File: src/rtl/msx_port_pkg.sv
// msx_port_pkg: shared types and helpers for the MSX port-A mouse/joystick controller.
//   mouse_phase_t     : nibble phase of the MSX mouse read sequence
//   MOUSE_TIMEOUT_DEF : default strobe-idle timeout in clk_sys cycles
//   nibble_rev()      : bit-reverses a nibble for the pin ordering
package msx_port_pkg;

    typedef enum logic [1:0] {PH_XH, PH_XL, PH_YH, PH_YL} mouse_phase_t;

    localparam int MOUSE_TIMEOUT_DEF = 100000;

    function automatic logic [3:0] nibble_rev(input logic [3:0] n);
        return {n[0], n[1], n[2], n[3]};
    endfunction

endpackage

File: src/rtl/msx_mouse_latch.sv
// msx_mouse_latch: per-axis mouse delta latch with optional sign inversion.
// Optional feature macro: MSX_MOUSE_ACCUM_EN (saturating accumulate instead of overwrite).
// Ports:
//   clk_sys  in  clock
//   reset_n  in  synchronous active-low reset
//   i_load   in  new delta valid (mouse_strobe)
//   i_clr    in  clear request after the axis has been fully read
//   i_delta  in  9-bit two's complement delta
//   o_lat    out 9-bit latched value
module msx_mouse_latch #(
    parameter bit INV = 1'b0
) (
    input  logic       clk_sys,
    input  logic       reset_n,
    input  logic       i_load,
    input  logic       i_clr,
    input  logic [8:0] i_delta,
    output logic [8:0] o_lat
);

    logic [8:0] r_lat;
    logic [8:0] w_next;

`ifdef MSX_MOUSE_ACCUM_EN
    // 10 bits hold any sum/difference of two 9-bit values without overflow
    logic signed [9:0] w_sum;
    assign w_sum  = INV ? $signed({r_lat[8], r_lat}) - $signed({i_delta[8], i_delta})
                        : $signed({r_lat[8], r_lat}) + $signed({i_delta[8], i_delta});
    assign w_next = w_sum > 10'sd255  ? 9'h0FF :
                    w_sum < -10'sd256 ? 9'h100 : w_sum[8:0];
`else
    assign w_next = INV ? 9'(-i_delta) : i_delta;
`endif

    // A fresh sample beats the end-of-read clear so motion is never lost
    always_ff @(posedge clk_sys) begin
        if (!reset_n) r_lat <= '0;
        else if (i_load) r_lat <= w_next;
        else if (i_clr) r_lat <= '0;
    end

    assign o_lat = r_lat;

endmodule

File: src/rtl/msx_mouse_port_ctrl.sv
// msx_mouse_port_ctrl: MSX joystick port A shared between host joystick and mouse nibble protocol.
// Optional feature macro: MSX_MOUSE_ACCUM_EN (accumulate deltas between reads, see msx_mouse_latch).
// Ports:
//   clk_sys       in  system clock
//   reset_n       in  synchronous active-low reset
//   mouse_x/y     in  9-bit two's complement deltas
//   mouse_flags   in  bit0 left, bit1 right button (active-high)
//   mouse_strobe  in  one-cycle pulse, new mouse data valid
//   joy           in  host joystick, active-low
//   stra          in  port-A strobe from the PSG
//   port_dout     out pin levels, 0 = pull low, 1 = released
//   mouse_active  out port is in mouse mode
module msx_mouse_port_ctrl
    import msx_port_pkg::*;
#(
    parameter int TIMEOUT = MOUSE_TIMEOUT_DEF,
    parameter int TO_W    = $clog2(TIMEOUT + 1)
) (
    input  logic       clk_sys,
    input  logic       reset_n,
    input  logic [8:0] mouse_x,
    input  logic [8:0] mouse_y,
    input  logic [7:0] mouse_flags,
    input  logic       mouse_strobe,
    input  logic [5:0] joy,
    input  logic       stra,
    output logic [5:0] port_dout,
    output logic       mouse_active
);

    logic            r_stra_s, r_stra_d, r_active;
    mouse_phase_t    r_ph;
    logic [TO_W-1:0] r_cnt;
    logic [5:0]      r_dout;
    logic [8:0]      w_x_lat, w_y_lat, w_axis;
    logic [3:0]      w_nib;
    logic            w_tog, w_act_n, w_step, w_clr;
    logic            w_unused;

    // stra is sampled once before edge detection, so a toggle acts one edge after it is seen
    assign w_tog   = r_stra_s ^ r_stra_d;
    assign w_act_n = mouse_strobe | (r_active & (joy == 6'h3F));
    assign w_step  = r_active & w_act_n & w_tog;
    assign w_clr   = w_step & (r_ph == PH_YL);
    assign w_axis  = r_ph[1] ? w_y_lat : w_x_lat;
    assign w_nib   = r_ph[0] ? w_axis[4:1] : w_axis[8:5];
    assign w_unused = ^{w_x_lat[0], w_y_lat[0], mouse_flags[7:2]};

    msx_mouse_latch #(.INV(1'b1)) u_lat_x (
        .clk_sys(clk_sys), .reset_n(reset_n), .i_load(mouse_strobe),
        .i_clr(w_clr), .i_delta(mouse_x), .o_lat(w_x_lat)
    );

    msx_mouse_latch #(.INV(1'b0)) u_lat_y (
        .clk_sys(clk_sys), .reset_n(reset_n), .i_load(mouse_strobe),
        .i_clr(w_clr), .i_delta(mouse_y), .o_lat(w_y_lat)
    );

    always_ff @(posedge clk_sys) begin
        if (!reset_n) begin
            r_stra_s <= 1'b0;
            r_stra_d <= 1'b0;
            r_active <= 1'b0;
            r_ph     <= PH_XH;
            r_cnt    <= '0;
            r_dout   <= 6'h3F;
        end else begin
            r_stra_s <= stra;
            r_stra_d <= r_stra_s;
            r_active <= w_act_n;
            if (!w_act_n) begin
                r_ph   <= PH_XH;
                r_cnt  <= '0;
                r_dout <= joy | {6{stra}};
            end else begin
                r_dout[5:4] <= ~mouse_flags[1:0];
                if (w_step) begin
                    r_ph        <= mouse_phase_t'(r_ph + 2'd1);
                    r_cnt       <= TO_W'(TIMEOUT);
                    r_dout[3:0] <= nibble_rev(w_nib);
                end else if (r_cnt != '0) begin
                    r_cnt <= r_cnt - 1'b1;
                    if (r_cnt == TO_W'(1)) r_ph <= PH_XH;
                end
            end
        end
    end

    assign port_dout    = r_dout;
    assign mouse_active = r_active;

endmodule
File: config.mk
export PLATFORM = sky130hd
export DESIGN_NAME = msx_mouse_port_ctrl
export DESIGN_NICKNAME = d
export VERILOG_FILES = /design/src/rtl/msx_port_pkg.sv /design/src/rtl/msx_mouse_latch.sv /design/src/rtl/msx_mouse_port_ctrl.sv
export SDC_FILE = /design/constraint.sdc
export NUM_CORES = 1
export LEC_CHECK = 0
export ABC_AREA = 1
export CELL_PAD_IN_SITES_DETAIL_PLACEMENT = 1
export CELL_PAD_IN_SITES_GLOBAL_PLACEMENT = 1
export CORE_MARGIN = 2
export CORE_UTILIZATION = 34
export DETAILED_ROUTE_END_ITERATION = 12
export PLACE_DENSITY = 0.82
export SLEW_MARGIN = 30
export SYNTH_ARGS = -nofsm -noshare
export SYNTH_HDL_FRONTEND = slang
export SYNTH_SLANG_ARGS = --single-unit
File: constraint.sdc
create_clock -name clk_sys -period 1.2 [get_ports clk_sys]
set_input_delay 0.24 -clock clk_sys [delete_from_list [all_inputs] [get_ports clk_sys]]
set_output_delay 0.24 -clock clk_sys [all_outputs]
set_load 0.02 [all_outputs]
==> results.md <==
- Arrival time of data at the critical path endpoint: 1770 ps
- Count of placed standard cells in the final layout, fillers left out: 563
- TritonCTS clock tree: done
- Net count after synthesis: 403
- Most frequent standard cell in the layout excluding fill and tap cells: sky130_fd_sc_hd__nand2_1
- Share of layout cells above drive strength 1: 49.68%
- Top cells by area in the synthesized netlist: sky130_fd_sc_hd__dfxtp_1, sky130_fd_sc_hd__nand2_1, sky130_fd_sc_hd__nand3_1
- P&R area growth vs syn: 58.52%
- RSZ-0062 raised after global routing: true
- Vias per std cell: 5.121
- Initial antenna violation count: 1
- Height of the die: 91.20 um
- Count of buffers from port buffering: 35
- Finished Core Util: 56.19%
- Number of instances in the placed design: 535
- Number of top-level design ports: 43
- Gp weighted congestion: 0.8367
- Count of buffering cells on the critical path with inverters included: 2
- Startpoint type of the worst setup path: flip-flop
- Predominant post-synthesis flop cell: sky130_fd_sc_hd__dfxtp_1
- # setup viols final: 41
- Die width: 91.20 um
- Synth unique cells: 32
- Required time reported for the critical path endpoint: 1420 ps
- Hold Violations, Final: 0
- Mean instance size in the synthesized netlist: 7.121 um2
- Largest net degree at the start of global routing: 18
- Clock insertion delay at the later pin of the skew report: 300 ps
- Mean routed wirelength per cell: 18.93 um
- Total of flip-flops plus latches after synthesis: 44
- Critical Path End Type: flip-flop
- Number of synthesized flops with an enable pin: 0
- GRT Residual Overflow: 0
- Die area: 0.008317 mm2
- Maximum buffer depth of the clock tree: 2
- CORE AREA: 0.007292 mm2
- Library cell appearing most often on the critical path: sky130_fd_sc_hd__nand2_1
- Count of yosys warnings during synthesis: 0
- Hold Crit Class: input port to flip-flop
- Total half-perimeter wirelength after legalization and detailed placement: 5.875 mm
- Worst-margin pin slew: 305.0 ps
- Global-route wire length before repair: 14.97 mm
- Inserted Clock Buffers: 5
- Peak ir drop on the vdd network: 0.9236 mV
- Clock sink count: 44
- Total Wirelength: 10.66 mm
- Share of the yosys chip area belonging to registers: 34.08%
- Number of instances in the synthesized netlist: 363
- Final setup margin: -351.7 ps
- Remaining DRCs: 0
- Post-synth design cell area: 0.002585 mm2
- Critical path fanouts, max: 7
- Yosys top cell area share: 34.08%
- Top cell type by total area after synthesis: sky130_fd_sc_hd__dfxtp_1
- Buffer cell driving the clock tree root: sky130_fd_sc_hd__clkbuf_8
- Final period util: 129.3%
- Relative slew slack: 79.45%
- Power density relative to cell area: 2476 mW/mm2
- Maximum level of the CTS H-tree: 2
- Num rows: 31
- Number of nets in the finished design: 502
- DRC marker count from the first detailed-route iteration: 109
- Clock-pin transition on the worst setup and hold timing paths: 90 ps
- Class of the most critical setup path: flip-flop to flip-flop
- Run status: finished with violations
- Max Slew Vio Count: 0
- Length of the first detailed-routing pass in iterations: 4
- Maximum capacitance violations: 0
- Worst-case clock skew: 16.79 ps
- Total number of vias: 2883
- Proportion of register bits with asynchronous set or reset after synthesis: 0%
- Violated checks: negative setup slack
- Total global routing track utilization: 22.41%
- Slowest CP cell: sky130_fd_sc_hd__dfxtp_2
- Maximum clock frequency: 0.6444 GHz
- Antenna-violating nets left: 0
- Final min period: 1552 ps
- Via count of the first global-routing pass: 3047
- Starting density of the core: 35.45%
- Leakage power: 1.766 nW
- Max incr delay on CP: 340 ps
- Most frequent cells in the layout: sky130_fd_sc_hd__nand2_1, sky130_fd_sc_hd__buf_4, sky130_fd_sc_hd__dfxtp_1, sky130_fd_sc_hd__inv_1, sky130_fd_sc_hd__nand3_2
- Count of filler cells inserted in the layout: 906
- CP delay by family, top: simple AND/OR/NAND/NOR gates
- Cells traversed along the worst timing path: inv_2 -> buf_6 -> nand3_4 -> nor2_4 -> nand2_1 -> xnor2_1 -> nand2_1 -> nor2_1
kinds of logic after synthesis:
family	Yosys count	share of synthesized area, %
fa+ha+maj	4	1.936
xor+xnor	5	1.694
buf+inv	53	9.729
simple gates	208	41.43
flops	44	34.08
compound gates	49	11.13
tightest hold or removal path, cell delays in order:
cell and delay (ps):
sky130_fd_sc_hd__dlygate4sd2_1 260, sky130_fd_sc_hd__o31ai_2 100, sky130_fd_sc_hd__nand2_1 80
repair_timing:
item	in CTS	in global routing
buffers inserted	11	5
pin swaps	20	33
resized for setup	71	95
gates cloned	2	1
hold buffers	0	0
setup endpoints to repair	48	45
metrics by stage:
stage / worst slack, ps / instance area (um2) / power [mW] / hold WS (ps) / setup TNS [ps]
4_1_cts: -156.1 / 3764 / 8.678 / 329.1 / -2306
3_5_place_dp: -531.2 / 3381 / 6.417 / 469.2 / -19060
2_1_floorplan: -14.94 / 2619 / 4.850 / 333.5 / -20.86
6_report: -351.7 / 4098 / 10.15 / 427.4 / -4969
3_3_place_gp: -478.1 / 3381 / 6.205 / 426.7 / -17470
5_1_grt: -382.8 / 4098 / 10.72 / 426.8 / -7495
worst paths after layout:
check	cells after the start	from	slack (ps)	endpoint
worst max-delay path	8	r_cnt[1]$_SDFFE_PP0P_	-350	r_cnt[13]$_SDFFE_PP0P_
worst min-delay path	3	joy[5]	430	port_dout[5]$_SDFF_PN1_
worst max register to register	8	r_cnt[1]$_SDFFE_PP0P_	-350	r_cnt[13]$_SDFFE_PP0P_
worst min register to register	2	u_lat_x.o_lat[7]$_SDFFE_PN0P_	480	u_lat_x.o_lat[7]$_SDFFE_PN0P_
sequential cells by signal, summed over array words and instances (netlist names):
register and count:
mouse_active 1, port_dout 6, r_cnt 17, r_ph 2
r_stra_d 1, r_stra_s 1, u_lat_x.o_lat 8, u_lat_y.o_lat 8
cell usage after synthesis (3+ instances only):
cell type / number
sky130_fd_sc_hd__a21oi_2: 7
sky130_fd_sc_hd__o21ai_0: 11
sky130_fd_sc_hd__buf_6: 5
sky130_fd_sc_hd__nand3_1: 34
sky130_fd_sc_hd__inv_2: 3
sky130_fd_sc_hd__o21ai_1: 4
sky130_fd_sc_hd__nor2_1: 30
sky130_fd_sc_hd__nor3_1: 3
sky130_fd_sc_hd__ha_1: 4
sky130_fd_sc_hd__nand2_1: 97
sky130_fd_sc_hd__inv_1: 35
sky130_fd_sc_hd__dfxtp_1: 44
sky130_fd_sc_hd__a21oi_1: 24
sky130_fd_sc_hd__xnor2_1: 3
sky130_fd_sc_hd__nand2_2: 4
sky130_fd_sc_hd__or2_2: 5
sky130_fd_sc_hd__nor2_2: 7
sky130_fd_sc_hd__clkinv_1: 3
sky130_fd_sc_hd__nand3_2: 15
sky130_fd_sc_hd__nor2_4: 4
layout make-up:
type	count	area (um2)	share of cell area [%]
Clock inverter	2	38.79	0.9466
Antenna cell	1	2.502	0.06107
Sequential cell	44	904.6	22.08
Clock buffer	6	82.58	2.015
Tap cell	99	123.9	3.023
Inverter	42	167.7	4.092
Timing Repair Buffer	100	890.9	21.74
Multi-Input combinational cell	269	1887	46.05
routing by layer:
layer  GRT usage, %  part of all wire (%)  vias to the layer above
li1               -                     -                     1370
met1          25.65                    40                     1430
met2          44.51                    54                       65
met3          1.992                   2.7                       18
met4          4.672                   2.6                        0
met5              0                     0                        -
where the power goes:
group          switching [mW]  total, mW  internal, mW
clock network           0.539       1.22         0.681
logic                    3.97       6.94          2.97
registers               0.260       1.99          1.73
(Power assumes the default switching activity.)
